## config.mk

```make
export PLATFORM = sky130hd
export DESIGN_NAME = rv_fetch_unit
export DESIGN_NICKNAME = d
export VERILOG_FILES = /design/src/rtl/rv_pkg.sv /design/src/rtl/rv_fetch_buffer.sv /design/src/rtl/rv_fetch_unit.sv
export SDC_FILE = /design/constraint.sdc
export NUM_CORES = 1
export LEC_CHECK = 0
export BUFFER_PORTS_ARGS = -buffer_cell sky130_fd_sc_hd__buf_2
export CAP_MARGIN = 5
export CORE_ASPECT_RATIO = 0.7
export CORE_UTILIZATION = 55
export CTS_BUF_LIST = sky130_fd_sc_hd__clkbuf_8
export CTS_CLUSTER_DIAMETER = 40
export DETAILED_ROUTE_END_ITERATION = 7
export PLACE_DENSITY = 0.84
export REMOVE_ABC_BUFFERS = 1
export SETUP_SLACK_MARGIN = 0.15
export SYNTH_ARGS = -nofsm -noshare
export SYNTH_HDL_FRONTEND = slang
export SYNTH_HIERARCHICAL = 1
export SYNTH_SLANG_ARGS = --single-unit
```

## constraint.sdc

```tcl
create_clock -name clock -period 22.9 [get_ports clock]
set_clock_uncertainty 0.05 [all_clocks]
set_input_delay 4.58 -clock clock [delete_from_list [all_inputs] [get_ports clock]]
set_output_delay 4.58 -clock clock [all_outputs]
set_load 0.005 [all_outputs]
```

## src/rtl/rv_pkg.sv

```systemverilog
// Shared constants and helpers for the RISC-V fetch slice.
package rv_pkg;
    localparam int XLEN    = 32;
    localparam int ILEN    = 32;
    localparam int PC_STEP = 4;
    localparam logic [ILEN-1:0] INSTR_NOP = 32'h0000_0013;

    function automatic logic is_misaligned(input logic [1:0] addr_lsb);
        return addr_lsb != 2'b00;
    endfunction
endpackage

```

## src/rtl/rv_fetch_buffer.sv

```systemverilog
// Small FIFO of {instr, pc} pairs between the fetch PC logic and decode.
module rv_fetch_buffer
    import rv_pkg::*;
#(
    parameter  int DEPTH = 2,
    parameter  int PC_W  = 32,
    localparam int PTR_W = $clog2(DEPTH),
    localparam int CNT_W = $clog2(DEPTH + 1)
) (
    input  logic             clk_i,
    input  logic             rst_i,
    input  logic             push_i,
    input  logic [ILEN-1:0]  push_instr_i,
    input  logic [PC_W-1:0]  push_pc_i,
    input  logic             pop_i,
    input  logic             flush_i,
    output logic             valid_o,
    output logic [ILEN-1:0]  instr_o,
    output logic [PC_W-1:0]  pc_o,
    output logic [CNT_W-1:0] count_o
);
    logic [ILEN-1:0]  instr_q [DEPTH];
    logic [PC_W-1:0]  pc_q    [DEPTH];
    logic [PTR_W-1:0] wr_ptr_q, wr_ptr_d;
    logic [PTR_W-1:0] rd_ptr_q, rd_ptr_d;
    logic [CNT_W-1:0] count_q, count_d;
    logic             do_push, do_pop;

    // Pointers wrap at DEPTH so non-power-of-two depths work too.
    function automatic logic [PTR_W-1:0] ptr_inc(input logic [PTR_W-1:0] p);
        return (p == PTR_W'(DEPTH - 1)) ? '0 : p + PTR_W'(1);
    endfunction

    assign do_push = push_i && (count_q != CNT_W'(DEPTH));
    assign do_pop  = pop_i  && (count_q != '0);

    always_comb begin
        wr_ptr_d = wr_ptr_q;
        rd_ptr_d = rd_ptr_q;
        count_d  = count_q;
        if (flush_i) begin
            wr_ptr_d = '0;
            rd_ptr_d = '0;
            count_d  = '0;
        end else begin
            if (do_push) wr_ptr_d = ptr_inc(wr_ptr_q);
            if (do_pop)  rd_ptr_d = ptr_inc(rd_ptr_q);
            case ({do_push, do_pop})
                2'b10:   count_d = count_q + CNT_W'(1);
                2'b01:   count_d = count_q - CNT_W'(1);
                default: count_d = count_q;
            endcase
        end
    end

    always_ff @(posedge clk_i) begin
        if (rst_i) begin
            wr_ptr_q <= '0;
            rd_ptr_q <= '0;
            count_q  <= '0;
        end else begin
            wr_ptr_q <= wr_ptr_d;
            rd_ptr_q <= rd_ptr_d;
            count_q  <= count_d;
        end
    end

    always_ff @(posedge clk_i) begin
        if (do_push && !flush_i) begin
            instr_q[wr_ptr_q] <= push_instr_i;
            pc_q[wr_ptr_q]    <= push_pc_i;
        end
    end

    // An empty buffer presents a NOP at PC 0 rather than stale contents.
    assign valid_o = (count_q != '0);
    assign instr_o = valid_o ? instr_q[rd_ptr_q] : INSTR_NOP;
    assign pc_o    = valid_o ? pc_q[rd_ptr_q]    : '0;
    assign count_o = count_q;
endmodule

```

## src/rtl/rv_fetch_unit.sv

```systemverilog
// Instruction fetch stage: owns the PC, issues imem reads, buffers words for decode.
module rv_fetch_unit
    import rv_pkg::*;
#(
    parameter  int             XLEN      = rv_pkg::XLEN,
    parameter  logic [XLEN-1:0] RESET_PC = '0,
    parameter  int             BUF_DEPTH = 2,
    localparam int             CNT_W     = $clog2(BUF_DEPTH + 1)
) (
    input  logic            clock,
    input  logic            reset,
    output logic            imem_req,
    output logic [XLEN-1:0] imem_addr,
    input  logic [31:0]     imem_rdata,
    input  logic            redirect_valid,
    input  logic [XLEN-1:0] redirect_pc,
    output logic            if_valid,
    input  logic            if_ready,
    output logic [31:0]     if_instr,
    output logic [XLEN-1:0] if_pc,
    output logic            fetch_fault
);
    logic [XLEN-1:0]  fetch_pc_q, fetch_pc_d;
    logic [XLEN-1:0]  req_pc_q, req_pc_d;
    logic             inflight_q, inflight_d;
    logic             fault_q, fault_d;
    logic [CNT_W-1:0] buf_count;
    logic [CNT_W:0]   occupancy;
    logic             pop, push;

    assign pop = if_valid && if_ready;

    // Slots already claimed once this cycle's pop and the outstanding response settle.
    assign occupancy = (CNT_W+1)'(buf_count) + (CNT_W+1)'(inflight_q) - (CNT_W+1)'(pop);

    assign imem_req  = !reset && !redirect_valid && !fault_q
                       && (occupancy < (CNT_W+1)'(BUF_DEPTH));
    assign imem_addr = fetch_pc_q;

    // A redirect in the response cycle kills the returning word.
    assign push = inflight_q && !redirect_valid && !fault_q;

    always_comb begin
        fetch_pc_d = fetch_pc_q;
        req_pc_d   = req_pc_q;
        inflight_d = imem_req;
        fault_d    = fault_q;
        if (redirect_valid) begin
            fetch_pc_d = {redirect_pc[XLEN-1:2], 2'b00};
            fault_d    = fault_q || is_misaligned(redirect_pc[1:0]);
        end else if (imem_req) begin
            fetch_pc_d = fetch_pc_q + XLEN'(PC_STEP);
        end
        if (imem_req) req_pc_d = fetch_pc_q;
    end

    always_ff @(posedge clock) begin
        if (reset) begin
            fetch_pc_q <= {RESET_PC[XLEN-1:2], 2'b00};
            inflight_q <= 1'b0;
            fault_q    <= 1'b0;
        end else begin
            fetch_pc_q <= fetch_pc_d;
            inflight_q <= inflight_d;
            fault_q    <= fault_d;
        end
    end

    always_ff @(posedge clock) begin
        req_pc_q <= req_pc_d;
    end

    rv_fetch_buffer #(
        .DEPTH (BUF_DEPTH),
        .PC_W  (XLEN)
    ) u_buf (
        .clk_i        (clock),
        .rst_i        (reset),
        .push_i       (push),
        .push_instr_i (imem_rdata),
        .push_pc_i    (req_pc_q),
        .pop_i        (pop),
        .flush_i      (redirect_valid),
        .valid_o      (if_valid),
        .instr_o      (if_instr),
        .pc_o         (if_pc),
        .count_o      (buf_count)
    );

    assign fetch_fault = fault_q;
endmodule

```

; After elaboration in Yosys (flattened, before gate mapping)
; Memory sizes are Yosys's and may differ from the RTL's. A register that Yosys moved wholly into a read port is not among the register bits.
; Index checks and enable logic that the tools add are counted.
[totals]
register_bits = 70
latchBits = 0
mem_bits_rw = 128
mem_bits_ro = 0
elab_cells = 52
n_memories = 2
[memory_table]
columns = memory, depth, width, rd, rd_ports_with_merged_regs, wr, line
row1 = u_buf.instr_q, 2, 32, 1, 1, 1, rv_fetch_buffer.sv:22  ; logic [ILEN-1:0] instr_q [DEPTH];
row2 = u_buf.pc_q, 2, 32, 1, 1, 1, rv_fetch_buffer.sv:23  ; logic [PC_W-1:0] pc_q [DEPTH];
[op_classes]
n_addsub = 7
mul = 0
div = 0
magnitude_cmp = 1
eq_ne = 3
shift = 0
muxes = 13
bitwise_logic = 0
n_reduce_logical = 18
[op_table]
columns = op, n
row1 = $mux 32, 4
row2 = $add 32x3->32 const B, 1
row3 = $logic_and 1x1->1, 9
row4 = $mux 1, 8
row5 = $reduce_bool 2->1, 4
row6 = $pmux 2 s2, 1
row7 = $add 2x1->3, 1
row8 = $logic_not 1->1, 3
row9 = $lt 3x2->1 const B, 1
row10 = $sub 3x1->3, 1
row11 = $add 1x1->1 const B, 2
row12 = $add 2x1->2 const B, 1
row13 = $eq 2x1->1 const B, 1
row14 = $eq 2x2->1 const B, 1
row15 = $ne 2x2->1 const B, 1
row16 = $reduce_or 2->1, 1
row17 = $sub 2x1->2 const B, 1
row18 = $logic_or 1x1->1, 1

; Longest topological paths before layout
; Gate-level depths: netlist of the first run.
[logic_depth]
depth_word = 7
depth_mapped = 13
ltp_nobuf = 12

; Cells and area by module
; Netlist of the first run, hierarchy kept.
[modules_own_cells]
columns = mod, instances, cells_per_inst, area_each_um2
row1 = rv_fetch_buffer, 1, 297, 5036.1
row2 = rv_fetch_unit, 1, 278, 2832.7

; Least setup slack after synthesis of the first run
; Ideal clock, no wire load.
[synth_path]
kind = input to output
from = input port if_ready
to = output port imem_req
t_arrival_ns = 6.519
path_slack_ns = 11.751
cell_stages = 8
n_path_buf = 1
cell_sequence = and2_1 ha_1 nand2b_1 fa_1 nor4b_2 nand2_1 inv_2 buf_2
[synth_via]
elab_chain_len = 4
[synth_lines]
columns = item, line
row1 = from (decl), rv_fetch_unit.sv:18  ; input logic if_ready,
row2 = $logic_and 1x1->1, rv_fetch_unit.sv:31  ; assign pop = if_valid && if_ready;
row3 = $sub 3x1->3, rv_fetch_unit.sv:34  ; assign occupancy = (CNT_W+1)'(buf_count) + (CNT_W+1)'(inflight_q) - (CNT_W+1)'(pop);
row4 = $lt 3x2->1, rv_fetch_unit.sv:37  ; && (occupancy < (CNT_W+1)'(BUF_DEPTH));
row5 = $logic_and 1x1->1, rv_fetch_unit.sv:37
row6 = to (decl), rv_fetch_unit.sv:12  ; output logic imem_req,
; No other way between the ends.

; Worst setup path after layout of the first run
[layout_path]
from = input port if_ready
to = output port imem_req
[layout_via]
elab_chain_len = 4
[layout_lines]
columns = item, line
row1 = $logic_and 1x1->1, rv_fetch_unit.sv:31
row2 = named net pop, rv_fetch_unit.sv:29  ; logic pop, push;
row3 = $sub 3x1->3, rv_fetch_unit.sv:34
row4 = $lt 3x2->1, rv_fetch_unit.sv:37
row5 = $logic_and 1x1->1, rv_fetch_unit.sv:37
; The timed path passes the listed nets, and every way through them passes these cells.

==> flow_summary.rst, run 1 <==
.. list-table::
   :header-rows: 1

   * - Metric
     - Value
   * - Post-synth top cells
     - sky130_fd_sc_hd__edfxtp_1, sky130_fd_sc_hd__nor2_1, sky130_fd_sc_hd__mux2i_1, sky130_fd_sc_hd__dfxtp_1, sky130_fd_sc_hd__nand2_1
   * - Overall die width
     - 145 um
   * - Setup fix buffers added after clock tree synthesis
     - 0
   * - Nature of the critical path startpoint
     - primary input
   * - Top-Level Pins
     - 167
   * - Critical Setup Path Class
     - primary input to primary output
   * - Share of final-layout standard cells stronger than drive strength 1
     - 28.9%
   * - Mean instance size in the synthesized netlist
     - 13.7 sq um
   * - Dpl cells
     - 910
   * - Required time at the worst-slack endpoint
     - 18.27 ns
   * - Nets@finish
     - 811
   * - Setup repair after global routing missed its margin
     - false
   * - Multi-input gate area in the final layout
     - 0.00222 sq mm
   * - Wire length of the first global-routing pass
     - 25,100 um
   * - Number of non-filler instances in the completed layout
     - 943
   * - Leak pwr
     - 0.00345 uW
   * - Number of global-route vias before repair
     - 5,083
   * - Number of antenna violations at the first check in global routing
     - 0
   * - Slew at the pin with the worst max-slew slack
     - 1.30 ns
   * - Number of violations reported at the end of detailed-routing iteration 0
     - 380
   * - Number of gates resized after CTS
     - 0
   * - Clk slew on worst S/H paths
     - 0.09 ns
   * - TritonCTS clock tree
     - done
   * - Instance count of the mapped netlist
     - 575
   * - Cell area power density
     - 70.1 mW/mm^2
   * - First-pass iteration count of the detailed router
     - 5
   * - Sequential cell area
     - 0.00549 sq mm
   * - Netlist Area Pre-Place
     - 0.00787 sq mm
   * - Max-cap violation count
     - 0
   * - Routability Congestion
     - 0.879
   * - Starting density of the core
     - 56.5%
   * - Wirelength, routed
     - 16,000 um
   * - Num CTS Buffers
     - 17
   * - Via count
     - 5,257
   * - Ys flop type
     - sky130_fd_sc_hd__edfxtp_1
   * - Distinct cell type count after synthesis
     - 54
   * - Die height
     - 102 um
   * - Final count of pins violating max slew
     - 0
   * - Most common cell in the synthesized netlist
     - sky130_fd_sc_hd__edfxtp_1
   * - Overall track demand over capacity in global routing
     - 22.1%
   * - Rows
     - 36
   * - Fraction of post-synthesis cell area in the top cell type by area
     - 60.3%
   * - Floorplan core area
     - 0.0139 sq mm
   * - Avg Vias per Cell
     - 5.57
   * - Largest vdd supply drop
     - 0.0452 mV
   * - Leading post-synthesis cells by cell area
     - sky130_fd_sc_hd__edfxtp_1, sky130_fd_sc_hd__dfxtp_1, sky130_fd_sc_hd__mux2i_1
   * - Final HPWL from detailed placement
     - 10,500 um
   * - Syn. warnings
     - 6
   * - Post-route antenna net violation count
     - 0
   * - Number of endpoints with negative hold slack in the final report
     - 0
   * - H-tree lvl count
     - 4
   * - Yosys top cell by area
     - sky130_fd_sc_hd__edfxtp_1
   * - Clock Sinks
     - 195
   * - Routed length per instance
     - 17.0 um
   * - Max Fanout on Critical Path
     - 39
   * - Achievable frequency
     - 89.2 MHz
   * - DR DRC count
     - 0
   * - Die Footprint
     - 0.0148 sq mm
   * - Pin count of the biggest net entering global routing
     - 65
   * - Crit path capture type
     - primary output
   * - Final hold slack
     - 0.399 ns
   * - Setup ws final
     - 11.69 ns
   * - Share of flip-flops with an asynchronous set or reset after synthesis
     - 0%
   * - Final setup vio count
     - 0
   * - Outcome
     - completed
   * - Pre-CTS WS
     - 11.72 ns
   * - Number of synthesized flops with an enable pin
     - 158
   * - Max Buffers Root-to-Sink
     - 2
   * - Overflow left after global routing
     - 0
   * - Arrival time worst endpoint
     - 6.58 ns
   * - Root Buffer Master
     - sky130_fd_sc_hd__clkbuf_8
   * - Relative slew slack
     - 13.3%
   * - Number of filler cells placed in the layout
     - 1,035
   * - Final period demand of the worst path
     - 11.21 ns
   * - Post-route fraction of the period consumed by the critical path
     - 48.9%
   * - FF+latch count, synth
     - 195
   * - Count of buffers inserted at the top-level ports
     - 164
   * - Setup Total Neg Slack
     - 0 ns
   * - Sequential-to-total area share from yosys stat
     - 69.7%
   * - Latest clock arrival within the worst-skew pair
     - 0.46 ns
   * - Kind of path behind the tightest hold check
     - flop to flop
   * - Cts-stage hold buffer count
     - 0
   * - Area Overhead vs Synth
     - 17.6%
[placed cells by master (no fill, tap or decap), types with 9 or more instances in the layout]
| cell | n |
|---|---|
| sky130_fd_sc_hd__nand3_1 | 11 |
| sky130_fd_sc_hd__mux2i_1 | 66 |
| sky130_fd_sc_hd__a21oi_1 | 22 |
| sky130_fd_sc_hd__inv_1 | 12 |
| sky130_fd_sc_hd__clkbuf_8 | 17 |
| sky130_fd_sc_hd__nand2_1 | 29 |
| sky130_fd_sc_hd__xor2_1 | 9 |
| sky130_fd_sc_hd__buf_2 | 164 |
| sky130_fd_sc_hd__nand4_1 | 11 |
| sky130_fd_sc_hd__edfxtp_1 | 158 |
| sky130_fd_sc_hd__dfxtp_1 | 36 |
| sky130_fd_sc_hd__o21ai_0 | 18 |
| sky130_fd_sc_hd__a31oi_1 | 15 |
| sky130_fd_sc_hd__nor2_1 | 83 |
[power breakdown]
part / internal [uW] / switching (uW) / leakage [uW] / total (uW)
combinational: 13.6 / 18.5 / 0.00151 / 32.1
sequential: 391 / 8.30 / 0.00175 / 399
clock: 97.7 / 119 / 0.000187 / 217
total: 502 / 146 / 0.00345 / 648
[kinds of logic after synthesis]
| group | count (synthesis) | share of synthesized area, % |
|---|---|---|
| compound gates | 79 | 6.15 |
| xor+xnor | 11 | 1.22 |
| fa+ha+maj | 4 | 0.731 |
| buf+inv | 43 | 2.59 |
| flops | 195 | 69.7 |
| mux | 68 | 8.68 |
| other cells | 1 | 0.0477 |
| simple gates | 174 | 10.9 |
[flip-flops by register name, summed over array words and instances (netlist names), named ones only]
name	cells
imem_addr	30
inflight_q	1
req_pc_q	30
u_buf/wr_ptr_q	1
u_buf/count_o	2
fetch_fault	1
u_buf/rd_ptr_q	1
u_buf/instr_q	64
u_buf/pc_q	64
[through the flow]
stage          cell area, sq um  total power [uW]  utilization, %
3_3_place_gp               8860               437            63.6
4_1_cts                    9250               650            66.4
3_5_place_dp               8860               439            63.6
6_report                   9250               648            66.5
2_1_floorplan              7730               419               -
5_1_grt                    9250               669            66.4
[cell type report]
type | count | share of cell area (%)
flip-flops and latches | 195 | 59.3
multi-input cells | 342 | 24.0
repair buffers | 170 | 9.36
well taps | 190 | 2.57
clock buffers | 17 | 2.53
clock inverters | 15 | 1.69
inverters | 13 | 0.528
diodes | 1 | 0.0271
[final timing paths]
check	startpoint	end	slack (ns)	cells past startpoint
setup / recovery	if_ready	imem_req	11.69	10
hold / removal	req_pc_q[30]	u_buf/pc_q[1][30]	0.40	0
setup reg to reg	u_buf/count_o[1]	imem_addr[16]	18.41	15
hold reg to reg	req_pc_q[30]	u_buf/pc_q[1][30]	0.40	0
[routing by layer]
| layer | part of all wire (%) | global-route usage, % |
|---|---|---|
| met1 | 42 | 28.3 |
| met2 | 47 | 36.0 |
| met3 | 9.7 | 6.61 |
| met4 | 2.0 | 9.00 |
| met5 | 0 | 0 |
[worst max-delay path, stage by stage]
cell	delay [ns]
sky130_fd_sc_hd__buf_2	0.09
sky130_fd_sc_hd__and2_1	0.15
sky130_fd_sc_hd__ha_1	0.27
sky130_fd_sc_hd__nand2b_1	0.17
sky130_fd_sc_hd__fa_1	0.51
sky130_fd_sc_hd__nor4b_2	0.25
sky130_fd_sc_hd__nand2_1	0.09
sky130_fd_sc_hd__buf_4	0.27
sky130_fd_sc_hd__inv_2	0.09
sky130_fd_sc_hd__buf_2	0.11
No activity file was read; power rests on OpenSTA's default activity.
==> inputs of run 2 (changes only) <==
--- a/config.mk
+++ b/config.mk
@@ -5,6 +5,7 @@
 export SDC_FILE = /design/constraint.sdc
 export NUM_CORES = 1
 export LEC_CHECK = 0
+export ABC_AREA = 1
 export BUFFER_PORTS_ARGS = -buffer_cell sky130_fd_sc_hd__buf_2
 export CAP_MARGIN = 5
 export CORE_ASPECT_RATIO = 0.7
==> constraint.sdc (replaced) <==
create_clock -name clock -period 11.45 [get_ports clock]
set_clock_uncertainty 0.05 [all_clocks]
set_input_delay 2.29 -clock clock [delete_from_list [all_inputs] [get_ports clock]]
set_output_delay 2.29 -clock clock [all_outputs]
set_load 0.005 [all_outputs]
==> run 2 against run 1 <==
  * Critical endpoint unchanged
  * Critical path depth increased by 3
  * Critical path type unchanged
  * Global-route usage increased by 0.95 points
  * Register-to-register slack got worse by 10 ns
  * Core utilization down 0.53 points
  * Cell count up 27%
  * Hold slack improved by 0.00090 ns
  * First-iteration DRC count grew 24%
  * Flip-flop and latch count stayed put
==> flow_summary.rst, run 2 <==
.. list-table::
   :header-rows: 1

   * - Metric
     - Value
   * - Mean instance size in the synthesized netlist
     - 10.1 sq um
   * - Launch point of the worst path
     - if_ready
   * - Kind of path behind the tightest hold check
     - flop to flop
   * - Routability Congestion
     - 0.858
   * - Via count
     - 6,193
   * - Post-route fraction of the period consumed by the critical path
     - 60.3%
   * - Die Footprint
     - 0.0157 sq mm
   * - Leak pwr
     - 0.00399 uW
   * - Post-route antenna net violation count
     - 0
   * - Share of final-layout standard cells stronger than drive strength 1
     - 24.2%
   * - Clk slew on worst S/H paths
     - 0.10 ns
   * - Instance count of the mapped netlist
     - 823
   * - Critical Setup Path Class
     - primary input to primary output
   * - Overall track demand over capacity in global routing
     - 23.1%
   * - Netlist Area Pre-Place
     - 0.00833 sq mm
   * - Rows
     - 37
   * - Final count of pins violating max slew
     - 0
   * - Number of endpoints with negative hold slack in the final report
     - 0
   * - Num CTS Buffers
     - 17
   * - Setup Total Neg Slack
     - 0 ns
   * - Yosys top cell by area
     - sky130_fd_sc_hd__edfxtp_1
   * - End point of the critical path
     - imem_req
   * - Number of gates resized after CTS
     - 0
   * - Most frequent cells in the layout
     - sky130_fd_sc_hd__nand2_1, sky130_fd_sc_hd__buf_2, sky130_fd_sc_hd__edfxtp_1
   * - Final period demand of the worst path
     - 6.90 ns
   * - Slowest-stage cell, CP
     - sky130_fd_sc_hd__buf_4
   * - Setup slack on the worst flop-to-flop path
     - 8.25 ns
   * - Pin count of the biggest net entering global routing
     - 66
   * - Post-synth top cells
     - sky130_fd_sc_hd__nand2_1, sky130_fd_sc_hd__edfxtp_1, sky130_fd_sc_hd__a21oi_1, sky130_fd_sc_hd__nand3_1, sky130_fd_sc_hd__inv_1
   * - Die height
     - 105 um
   * - Nets@finish
     - 1,057
   * - Max Fanout on Critical Path
     - 57
   * - Max-cap violation count
     - 0
   * - TritonCTS clock tree
     - done
   * - Top-Level Pins
     - 167
   * - Setup fix buffers added after clock tree synthesis
     - 0
   * - GR Util met3
     - 4.32%
   * - Number of violations reported at the end of detailed-routing iteration 0
     - 471
   * - Most common cell in the synthesized netlist
     - sky130_fd_sc_hd__nand2_1
   * - Routed length per instance
     - 14.7 um
   * - Starting density of the core
     - 56.4%
   * - Depth of the worst register-to-register path
     - 15
   * - Crit path capture type
     - primary output
   * - First-pass iteration count of the detailed router
     - 6
   * - Met2 GRT Util
     - 35.5%
   * - Wirelength, routed
     - 17,500 um
   * - Max Buffers Root-to-Sink
     - 2
   * - DR DRC count
     - 0
   * - Pre-CTS WS
     - 4.54 ns
   * - Worst reg2reg path endpoint
     - imem_addr[10]
   * - Largest vdd supply drop
     - 0.0747 mV
   * - Arrival time worst endpoint
     - 4.56 ns
   * - Ant diodes
     - 0
   * - Number of antenna violations at the first check in global routing
     - 0
   * - Required time at the worst-slack endpoint
     - 9.11 ns
   * - Nature of the critical path startpoint
     - primary input
   * - H-tree lvl count
     - 4
   * - Global route hottest layer
     - met2
   * - Sequential-to-total area share from yosys stat
     - 65.8%
   * - Number of filler cells placed in the layout
     - 1,183
   * - Clock Sinks
     - 195
   * - Fraction of post-synthesis cell area in the top cell type by area
     - 56.9%
   * - FF-to-FF Start
     - u_buf/count_o[1]
   * - Latest clock arrival within the worst-skew pair
     - 0.45 ns
   * - Cts-stage hold buffer count
     - 0
   * - Setup repair after global routing missed its margin
     - false
   * - Leading post-synthesis cells by cell area
     - sky130_fd_sc_hd__edfxtp_1, sky130_fd_sc_hd__nand2_1, sky130_fd_sc_hd__dfxtp_1
   * - FF+latch count, synth
     - 195
   * - Root Buffer Master
     - sky130_fd_sc_hd__clkbuf_8
   * - Distinct cell type count after synthesis
     - 34
   * - Floorplan core area
     - 0.0148 sq mm
   * - Ordered list of cells on the worst path
     - buf_2 -> nand2_1 -> inv_1 -> ha_1 -> inv_1 -> nand2_1 -> fa_1 -> inv_1 -> nor2_1 -> nand2_1 -> nor2b_4 -> buf_4 -> buf_2
   * - Most common library cell in the layout ignoring fill and taps
     - sky130_fd_sc_hd__nand2_1
   * - Outcome
     - completed
   * - Met1 GRT Util
     - 33.3%
   * - Number of global-route vias before repair
     - 5,532
   * - Relative slew slack
     - 25.1%
   * - Share of flip-flops with an asynchronous set or reset after synthesis
     - 0%
   * - Biggest registers after layout
     - u_buf/instr_q x64, u_buf/pc_q x64
   * - Avg Vias per Cell
     - 5.19
   * - Overall die width
     - 149 um
   * - Wire length of the first global-routing pass
     - 27,700 um
   * - Area Overhead vs Synth
     - 16.8%
   * - Cell area power density
     - 134 mW/mm^2
   * - Final setup vio count
     - 0
   * - Achievable frequency
     - 145 MHz
   * - Syn. warnings
     - 6
   * - Maximum cell stage delay along the critical path
     - 0.55 ns
   * - Final HPWL from detailed placement
     - 11,300 um
   * - Number of synthesized flops with an enable pin
     - 158
   * - Count of buffers inserted at the top-level ports
     - 164
   * - Setup ws final
     - 4.55 ns
   * - Overflow left after global routing
     - 0
   * - Slew at the pin with the worst max-slew slack
     - 1.12 ns
   * - Ys flop type
     - sky130_fd_sc_hd__edfxtp_1
-- run 2: cell types whose count changed after synthesis, sizes merged, moves of 7 or more --
| cell | delta |
|---|---|
| and3 | -7 |
| o21ai | -17 |
| nand2 | +255 |
| mux2i | -65 |
| nand4 | -11 |
| nor2 | -23 |
| a31oi | -9 |
| nand3 | +54 |
| a21oi | +60 |
| inv | +48 |
-- run 2: where the power goes --
part           internal (uW)  switching, uW  total, uW  leakage (uW)
clock network            183            254        438      0.000203
registers                783           18.1        801       0.00174
logic                   28.9           41.9       70.8       0.00204
total                    995            314       1310       0.00399
-- run 2: worst max-delay path, delay by kind of cell --
kind | cells | cell delay (ns)
adder cells (fa/ha/maj) | 2 | 0.74
AND/OR/NAND/NOR | 5 | 0.48
buffers and inverters | 6 | 1.01
-- run 2: final cells by class --
class	instances	area (sq um)	area share [%]
Clock buffer	17	234	2.40
Clock inverter	15	164	1.68
Inverter	61	229	2.35
Multi-Input combinational cell	538	2500	25.7
Sequential cell	195	5490	56.3
Tap cell	195	244	2.51
Timing Repair Buffer	172	881	9.05
-- run 2: worst min-delay path by stage --
stage / to / depth (start not counted) / start / slack, ns
floorplan: u_buf/pc_q[0][10] / 0 / req_pc_q[10] / 0.37
global placement: u_buf/pc_q[0][23] / 0 / req_pc_q[23] / 0.37
detailed placement: u_buf/pc_q[1][10] / 0 / req_pc_q[10] / 0.38
CTS: u_buf/pc_q[1][18] / 0 / req_pc_q[18] / 0.41
global route: u_buf/pc_q[1][10] / 0 / req_pc_q[10] / 0.41
finish: u_buf/pc_q[1][18] / 0 / req_pc_q[18] / 0.40
-- run 2: routing by layer --
layer | part of all wire [%] | wire length (um)
met1 | 45 | 7960
met2 | 45 | 7960
met3 | 8.0 | 1410
met4 | 1.2 | 203
met5 | 0 | 0
-- run 2: through the flow --
step,instance area (sq um),cells,hold WS [ns],util (%),power [uW]
floorplan,8190,794,0.371,-,846
global placement,9340,1161,0.373,63.2,883
detailed placement,9340,1161,0.381,63.2,887
CTS,9740,1193,0.405,65.9,1320
global route,9740,1193,0.407,65.9,1360
finish,9740,1193,0.400,65.9,1310
-- run 2: cell families (layout without fill, tap and decap cells) --
kind of cell / Yosys count / in the layout / share of synthesized area [%]
AND/OR/NAND/NOR: 426 / 426 / 21.9
flip-flops: 195 / 195 / 65.8
buffers and inverters: 95 / 265 / 4.73
XOR/XNOR: 6 / 6 / 0.631
other: 1 / 6 / 0.0450
adder cells (fa/ha/maj): 4 / 4 / 0.691
multiplexers: 1 / 1 / 0.120
AO/OA/AOI/OAI: 95 / 95 / 6.07
==> inputs of run 3 (changes only) <==
==> constraint.sdc (replaced) <==
create_clock -name clock -period 7.2 [get_ports clock]
set_clock_uncertainty 0.05 [all_clocks]
set_input_delay 1.44 -clock clock [delete_from_list [all_inputs] [get_ports clock]]
set_output_delay 1.44 -clock clock [all_outputs]
set_load 0.005 [all_outputs]
==> run 3 against run 2 <==
  * Wire length barely moved
  * Die area did not move
  * Total power rose by 64%
  * Critical endpoint unchanged
  * First-iteration DRC count fell by 3.8%
==> flow_summary.rst, run 3 (same netlist as run 2, synthesis figures left out) <==
.. list-table::
   :header-rows: 1

   * - Metric
     - Value
   * - Number of filler cells placed in the layout
     - 1,152
   * - Outcome
     - completed
   * - Overall track demand over capacity in global routing
     - 23.5%
   * - Routed length per instance
     - 14.7 um
   * - Achievable frequency
     - 216 MHz
   * - Slowest-stage cell, CP
     - sky130_fd_sc_hd__fa_1
   * - Reported net switching power
     - 542 uW
   * - Number of global-route vias before repair
     - 5,604
   * - Setup Total Neg Slack
     - 0 ns
   * - Die height
     - 105 um
   * - Total power of the final layout
     - 2140 uW
   * - Wire length of the first global-routing pass
     - 28,100 um
   * - Number of endpoints with negative hold slack in the final report
     - 0
   * - Setup repair after global routing missed its margin
     - false
   * - Number of antenna violations at the first check in global routing
     - 0
   * - Num CTS Buffers
     - 17
   * - Seq pwr share
     - 59.5%
   * - Required time at the worst-slack endpoint
     - 5.71 ns
   * - Final count of pins violating max slew
     - 0
   * - Number of gates resized after CTS
     - 0
   * - Final setup vio count
     - 0
   * - Biggest registers after layout
     - u_buf/instr_q x64, u_buf/pc_q x64
   * - TritonCTS clock tree
     - done
   * - Global route hottest layer
     - met2
   * - Final HPWL from detailed placement
     - 11,500 um
   * - Largest vdd supply drop
     - 0.137 mV
   * - Max Buffers Root-to-Sink
     - 2
   * - Avg Vias per Cell
     - 5.21
   * - Number of violations reported at the end of detailed-routing iteration 0
     - 453
   * - Number of non-filler instances in the completed layout
     - 1,192
   * - Area Overhead vs Synth
     - 17.4%
   * - Top-Level Pins
     - 167
   * - Most common library cell in the layout ignoring fill and taps
     - sky130_fd_sc_hd__nand2_1
   * - Buffer and inverter count on the worst path
     - 5
   * - Crit path capture type
     - primary output
   * - Post-route fraction of the period consumed by the critical path
     - 64.4%
   * - Overflow left after global routing
     - 0
   * - Standard cell area after detailed placement
     - 0.00933 sq mm
   * - Via count
     - 6,205
   * - Dpl cells
     - 1,160
   * - Post-route antenna net violation count
     - 0
   * - Met1 GRT Util
     - 33.8%
   * - Rows
     - 37
   * - Count of buffers inserted at the top-level ports
     - 164
   * - DR DRC count
     - 0
   * - Latest clock arrival within the worst-skew pair
     - 0.48 ns
   * - Switching part of the total
     - 25.3%
   * - Final Cell Area
     - 0.00979 sq mm
   * - Kind of cell adding the most delay to the critical path
     - adder cells
   * - H-tree lvl count
     - 4
   * - Kind of path behind the tightest hold check
     - flop to flop
   * - Proportion of power drawn by combinational gates
     - 5.2%
   * - Final hold slack
     - 0.396 ns
   * - Wirelength, routed
     - 17,500 um
   * - Starting density of the core
     - 56.4%
   * - Maximum cell stage delay along the critical path
     - 0.48 ns
   * - First-pass iteration count of the detailed router
     - 6
   * - Pin count of the biggest net entering global routing
     - 65
   * - Cell area power density
     - 219 mW/mm^2
   * - Leak pwr
     - 0.00400 uW
   * - Max-cap violation count
     - 0
   * - Cts-stage hold buffer count
     - 0
   * - Ordered list of cells on the worst path
     - buf_2 -> nand2_1 -> inv_1 -> ha_1 -> inv_1 -> nand2_1 -> fa_1 -> inv_1 -> nor2_1 -> nand2_1 -> nor2b_4 -> buf_2
   * - GR Util met3
     - 5.55%
   * - Die Footprint
     - 0.0157 sq mm
   * - Max Fanout on Critical Path
     - 2
   * - Overall die width
     - 149 um
   * - Final period demand of the worst path
     - 4.64 ns
   * - Clock Sinks
     - 195
   * - Clock network power share
     - 35.3%
   * - Root Buffer Master
     - sky130_fd_sc_hd__clkbuf_8
   * - Nature of the critical path startpoint
     - primary input
   * - Most frequent cells in the layout
     - sky130_fd_sc_hd__nand2_1, sky130_fd_sc_hd__buf_2, sky130_fd_sc_hd__edfxtp_1
   * - Ant diodes
     - 0
   * - Critical Setup Path Class
     - primary input to primary output
   * - Floorplan core area
     - 0.0148 sq mm
   * - Clk slew on worst S/H paths
     - 0.10 ns
   * - Nets@finish
     - 1,056
   * - Met2 GRT Util
     - 35.0%
   * - Relative slew slack
     - 23.1%
   * - Routability Congestion
     - 0.871
   * - Slew at the pin with the worst max-slew slack
     - 1.15 ns
   * - Share of final-layout standard cells stronger than drive strength 1
     - 24.3%
   * - Arrival time worst endpoint
     - 3.15 ns
   * - Internal power component
     - 1600 uW
   * - Setup fix buffers added after clock tree synthesis
     - 0
## run 3: cell types whose count changed in the layout (fill, tap and decap cells not counted)
cell	before	now
sky130_fd_sc_hd__buf_4	8	7
sky130_fd_sc_hd__clkinvlp_4	2	0
sky130_fd_sc_hd__inv_1	58	57
sky130_fd_sc_hd__inv_12	0	3
sky130_fd_sc_hd__clkinv_8	1	6
sky130_fd_sc_hd__inv_8	6	1
sky130_fd_sc_hd__inv_6	3	4
sky130_fd_sc_hd__clkinv_2	1	0
## run 3: final timing paths
check / depth (start not counted) / from / slack, ns / end
max: 12 / if_ready / 2.56 / imem_req
min reg2reg: 0 / req_pc_q[6] / 0.40 / u_buf/pc_q[1][6]
max reg2reg: 16 / u_buf/count_o[1] / 3.60 / imem_addr[9]
min: 0 / req_pc_q[6] / 0.40 / u_buf/pc_q[1][6]
## run 3: layout make-up
cell class / count / area (sq um) / share of cell area, %
Clock buffer: 17 / 234 / 2.39
Clock inverter: 15 / 223 / 2.28
Inverter: 61 / 229 / 2.34
Multi-Input combinational cell: 538 / 2500 / 25.5
Sequential cell: 195 / 5490 / 56.1
Tap cell: 195 / 244 / 2.49
Timing Repair Buffer: 171 / 873 / 8.92
## run 3: metrics by stage
| step | setup WS [ns] | util [%] |
|---|---|---|
| 4_1_cts | 2.55 | 66.3 |
| 3_5_place_dp | 2.56 | 63.2 |
| 6_report | 2.56 | 66.3 |
| 2_1_floorplan | 0.0392 | - |
| 5_1_grt | 2.43 | 66.3 |
| 3_3_place_gp | 2.60 | 63.2 |
## run 3: power by group through the flow
stage	clock (uW)	sequential, uW	combinational, uW
final	757	1270	112
after global routing	815	1280	127
after CTS	767	1270	112
after detailed placement	0	1300	111
after global placement	0	1300	108
after floorplan	0	1290	53.6
## run 3: layer usage
layer  up-vias  part of all wire, %
met3        32                  9.2
met2       275                   44
li1       3061                    -
met4         0                  2.1
met5         -                    0
met1      2837                   44
